<file path="src/rtl/io_bus_master.sv">
`default_nettype none
// ============================================================================
// Module  : io_bus_master
// Brief   : IN/OUT transfer master for an 8-bit IO port bus. Define
//           IO_BUS_POLL_EN to poll UART status before UART data transfers.
// Revision: 1.0
// ============================================================================
module io_bus_master #(
    parameter logic [7:0]  UART_DATA_PORT = 8'h01,
    parameter logic [7:0]  RX_STATUS_PORT = 8'h02,
    parameter logic [7:0]  TX_STATUS_PORT = 8'h03,
    parameter logic [15:0] POLL_LIMIT     = 16'd1000
) (
    input  logic       clk,
    input  logic       reset,
    input  logic       req_valid,
    input  logic       req_write,
    input  logic [7:0] req_port,
    input  logic [7:0] req_wdata,
    output logic       req_ready,
    output logic       rsp_valid,
    output logic [7:0] rsp_rdata,
    output logic       rsp_timeout,
    output logic [7:0] IO_port_ID,
    output logic [7:0] IO_write_data,
    output logic       IO_write_strobe,
    output logic       IO_read_strobe,
    input  logic [7:0] IO_read_data
);

    typedef enum logic [2:0] {
        IDLE     = 3'd0,
        POLL     = 3'd1,
        POLL_GAP = 3'd2,
        XFER     = 3'd3,
        RESP     = 3'd4
    } state_t;

    state_t     r_state;
    state_t     w_state_next;

    logic       r_write;
    logic [7:0] r_port;
    logic [7:0] r_wdata;

    logic       w_accept;
    logic       w_write;
    logic [7:0] w_port;
    logic [7:0] w_wdata;
    logic [7:0] w_rdata_next;
    logic [7:0] w_port_id_next;
    logic [7:0] w_bus_wdata_next;
    logic       w_wstb_next;
    logic       w_rstb_next;

`ifdef IO_BUS_POLL_EN
    logic [15:0] r_poll_cnt;
    logic [15:0] w_poll_cnt_next;
    logic        w_timeout_next;
`else
    logic        w_unused_cfg;
    assign w_unused_cfg = ^{UART_DATA_PORT, RX_STATUS_PORT, TX_STATUS_PORT, POLL_LIMIT};
    assign rsp_timeout  = 1'b0;
`endif

    assign req_ready = (r_state == IDLE);
    assign w_accept  = req_ready && req_valid;

    // Bus outputs are registered, so they are decoded from the next state and
    // must see the request fields on the accepting edge before they are latched.
    assign w_write = w_accept ? req_write : r_write;
    assign w_port  = w_accept ? req_port  : r_port;
    assign w_wdata = w_accept ? req_wdata : r_wdata;

    always_comb begin
        w_state_next = r_state;
        w_rdata_next = rsp_rdata;
`ifdef IO_BUS_POLL_EN
        w_poll_cnt_next = r_poll_cnt;
        w_timeout_next  = 1'b0;
`endif
        case (r_state)
            IDLE: begin
                if (w_accept) begin
`ifdef IO_BUS_POLL_EN
                    w_poll_cnt_next = 16'd0;
                    w_state_next    = (req_port == UART_DATA_PORT) ? POLL : XFER;
`else
                    w_state_next    = XFER;
`endif
                end
            end
`ifdef IO_BUS_POLL_EN
            POLL: begin
                // TX wants "buffer full" clear; RX wants "data present" set.
                if (r_write ? !IO_read_data[0] : IO_read_data[0]) begin
                    w_state_next = XFER;
                end else begin
                    w_poll_cnt_next = r_poll_cnt + 16'd1;
                    if ((r_poll_cnt + 16'd1) == POLL_LIMIT) begin
                        w_state_next   = RESP;
                        w_timeout_next = 1'b1;
                        w_rdata_next   = 8'h00;
                    end else begin
                        w_state_next   = POLL_GAP;
                    end
                end
            end
            POLL_GAP: w_state_next = POLL;
`endif
            XFER: begin
                w_state_next = RESP;
                w_rdata_next = r_write ? 8'h00 : IO_read_data;
            end
            RESP:    w_state_next = IDLE;
            default: w_state_next = IDLE;
        endcase

        w_port_id_next   = 8'h00;
        w_bus_wdata_next = 8'h00;
        w_wstb_next      = 1'b0;
        w_rstb_next      = 1'b0;
        case (w_state_next)
            XFER: begin
                w_port_id_next = w_port;
                if (w_write) begin
                    w_wstb_next      = 1'b1;
                    w_bus_wdata_next = w_wdata;
                end else begin
                    w_rstb_next      = 1'b1;
                end
            end
`ifdef IO_BUS_POLL_EN
            POLL: begin
                w_rstb_next    = 1'b1;
                w_port_id_next = w_write ? TX_STATUS_PORT : RX_STATUS_PORT;
            end
`endif
            default: ;
        endcase
    end

    always_ff @(posedge clk or posedge reset) begin
        if (reset) begin
            r_state         <= IDLE;
            r_write         <= 1'b0;
            r_port          <= 8'h00;
            r_wdata         <= 8'h00;
            rsp_valid       <= 1'b0;
            rsp_rdata       <= 8'h00;
            IO_port_ID      <= 8'h00;
            IO_write_data   <= 8'h00;
            IO_write_strobe <= 1'b0;
            IO_read_strobe  <= 1'b0;
`ifdef IO_BUS_POLL_EN
            r_poll_cnt      <= 16'd0;
            rsp_timeout     <= 1'b0;
`endif
        end else begin
            r_state <= w_state_next;
            if (w_accept) begin
                r_write <= req_write;
                r_port  <= req_port;
                r_wdata <= req_wdata;
            end
            rsp_valid       <= (w_state_next == RESP);
            rsp_rdata       <= w_rdata_next;
            IO_port_ID      <= w_port_id_next;
            IO_write_data   <= w_bus_wdata_next;
            IO_write_strobe <= w_wstb_next;
            IO_read_strobe  <= w_rstb_next;
`ifdef IO_BUS_POLL_EN
            r_poll_cnt      <= w_poll_cnt_next;
            rsp_timeout     <= w_timeout_next;
`endif
        end
    end

endmodule
`default_nettype wire

</file>
<file path="config.mk">
export PLATFORM = sky130hd
export DESIGN_NAME = io_bus_master
export DESIGN_NICKNAME = d
export VERILOG_FILES = /design/src/rtl/io_bus_master.sv
export SDC_FILE = /design/constraint.sdc
export NUM_CORES = 1
export LEC_CHECK = 0
export CORE_ASPECT_RATIO = 0.9
export CORE_MARGIN = 5
export CORE_UTILIZATION = 38
export DETAILED_ROUTE_END_ITERATION = 10
export GPL_ROUTABILITY_DRIVEN = 1
export HOLD_SLACK_MARGIN = 0.08
export PLACE_DENSITY_LB_ADDON = 0.1
export SETUP_SLACK_MARGIN = 0.02
export SLEW_MARGIN = 15
export SYNTH_ARGS = -nofsm -noshare
export SYNTH_HDL_FRONTEND = slang
export SYNTH_SLANG_ARGS = --single-unit
</file>
<file path="constraint.sdc">
create_clock -name clk -period 1.55 [get_ports clk]
set_input_delay 0.465 -clock clk [delete_from_list [all_inputs] [get_ports clk]]
set_output_delay 0.465 -clock clk [all_outputs]
set_load 0.02 [all_outputs]
</file>
==> metrics.yaml <==
synthesis:
  yosys-top-cells-area: "dfrtp_1, mux2_2, and2_1"
  async_flop_share_pct: 100
  synth_top_cells_by_count: "dfrtp_1, and2_1, mux2_2, nor2b_1, and3_1"
  yosysSeqAreaShare_pct: 68.1
  yosysWarnings: 0
  synth_edf_count: 0
  synthesis.nets: 107
  postSynthAreaPerCell_um2: 14.4
  ys_types: 16
  synth_top_area_cell: "dfrtp_1"
  syn-cell-area_um2: 1140
  yosysMostFrequentCell: "dfrtp_1"
  synth_seq_cells: 31
  yosys.area.top_type_share_pct: 68.1
  synth-main-ff-cell: "dfrtp_1"
  syn_inst: 79
power:
  leakage_nw: 0.925
  ir_worst_vdd_mv: 0.709
  seq_power_share_pct: 47.3
  power_density_nw_per_um2: 1230
  p_switching_mw: 0.704
  p_int_mw: 1.51
  clockPowerShare_pct: 19.7
  switching_share_pct: 31.8
  combPwrFrac_pct: 32.9
  total_power_mw: 2.21
clock_network:
  cts_num_sinks: 31
  clkTransAtPathRegs_ns: 0.09
  htreeDepth: 2
  cts_hold_buf: 0
  root_buffer: "clkbuf_4"
  cts_buffer_depth: 2
  tritoncts: "done"
  clock_latency_ns: 0.32
  numCtsBuffers: 5
detailed_routing:
  routed_wl_mm: 2.47
  drtAntennaViolNets: 0
  drt_iter0_drc: 21
  via_per_inst: 4.44
  num_vias: 813
  first_pass_iters: 2
  post-route-drc-count: 0
  detail_route.wl_per_cell_um: 13.5
timing:
  finalMaxSlewViolations: 0
  skew_ns: 0.00559
  fin_crit_sh_pct: 99.0
  finalSetupViolations: 0
  rsz0062_at_grt: "yes"
  setup_slack_ns: 0.0151
  max_freq_mhz: 652
  fin_crit_ns: 1.53
  final-hold-violation-count: 0
hold_path:
  min_path_type: "input port to asynchronous set/reset pin"
setup_path:
  r2r_cells: 4
  cp.required_ns: 1.08
  worstSetupEndpointType: "output pin"
  r2r_start: "r_state[2]"
  cp-start-kind: "flop"
  arrival_ns: 1.07
  rrSetupSlack_ns: 0.03
  crit_type: "flop to output pin"
  path_max_fanout: 2
  r2r-end: "rsp_rdata[0]"
final_layout:
  multi_input_area_um2: 324
  drive_gt1_share_pct: 18.2
  final_util_pct: 63.7
  syn_to_final_growth_pct: 57.4
  layout.nets: 170
  diodes: 0
  num-fill-cells: 253
  regArea_um2: 776
floorplanning:
  num_rows: 18
  io_pins: 57
  die_y_um: 62.0
  core_area_um2: 2820
  fp.dieArea_um2: 4200
  die_width_um: 67.7
  start_util_pct: 40.5
placement:
  place_ws_ns: -0.148
  dpl.hpwl_mm: 1.85
  gp_congestion: 0.666
  io_buffers: 55
global_route:
  gr-usage-all-layers_pct: 13.6
  grt_max_degree: 32
  antenna_found_initial: 0
  overflow: 0
  grt_pass1_vias: 892
  grt_pass1_wl_mm: 3.97
run_status:
  outcome: "finished clean"
job:
  cap_violations: 0
[power groups by stage]
stage / clock network, mW / registers [mW] / logic, mW
floorplan: 0 / 1.24 / 0.219
global placement: 0 / 1.06 / 0.808
detailed placement: 0 / 1.07 / 0.824
CTS: 0.456 / 1.05 / 0.721
global route: 0.498 / 1.08 / 0.784
finish: 0.436 / 1.05 / 0.729
[metrics by stage]
stage	cells	area (um^2)	setup TNS [ns]	hold WS [ns]
after floorplan	79	1140	0	0.510
after global routing	183	1790	-0.170	0.496
after global placement	174	1760	-1.47	0.488
after CTS	182	1770	-0.00992	0.483
after detailed placement	174	1760	-2.31	0.494
final	183	1790	0	0.486
[worst max-delay path, stage by stage (launching register included)]
cell     delay (ns)
dfrtp_1        0.39
nor3_1         0.17
buf_2          0.19
[worst max path at each step]
| stage | startpoint | endpoint | cells past startpoint | slack [ns] |
|---|---|---|---|---|
| 2_1_floorplan | r_state[2] | req_ready | 1 | 0.15 |
| 3_3_place_gp | req_valid | IO_write_data[0] | 4 | -0.09 |
| 3_5_place_dp | req_valid | IO_write_data[2] | 4 | -0.15 |
| 4_1_cts | r_state[2] | req_ready | 2 | -0.01 |
| 5_1_grt | r_state[2] | req_ready | 2 | -0.05 |
| 6_report | r_state[2] | req_ready | 2 | 0.02 |
[cell families (layout without fill, tap and decap cells)]
logic type / count (synthesis) / count (layout) / share of synthesized area [%]
buf+inv: 7 / 71 / 3.62
flops: 31 / 31 / 68.1
mux: 9 / 9 / 8.89
simple gates: 31 / 31 / 19.1
other cells: 1 / 1 / 0.329
[sequential cells by signal, summed over array words and instances (netlist names)]
register         flops
rsp_rdata            8
IO_read_strobe       1
rsp_valid            1
IO_write_data        8
IO_port_ID           8
r_write              1
IO_write_strobe      1
r_state              3
[layout by cell type (no fill, tap or decap), drive strengths merged, types with 8 or more instances in the layout]
cell	Yosys	routed
dfrtp	31	31
clkdlybuf4s50	0	27
dlygate4sd2	0	15
clkdlybuf4s15	0	11
and2	9	9
mux2	9	9
nor2b	9	9
and3	8	8
clkbuf	2	8
buf	4	8
[final cells by class]
cell class	count	area share, %
Clock inverter	1	0.279
Multi-Input combinational cell	41	18.1
Inverter	1	0.209
Timing Repair Buffer	62	32.9
Clock buffer	7	2.51
Sequential cell	31	43.2
Tap cell	40	2.79
[per-layer routing]
metal / vias up / share of wire, % / GRT usage [%]
li1: 383 / - / -
met2: 36 / 51 / 24.0
met5: - / 0 / 0
met3: 2 / 14 / 9.53
met1: 392 / 34 / 12.2
met4: 0 / 0.73 / 5.20
[timing repair]
item | 4_1_cts | 5_1_grt
setup buffers | 0 | 1
endpoints found under the hold margin | 0 | 0
setup endpoints to repair | 30 | 13
resized for setup | 33 | 14
(Power assumes the default switching activity.)
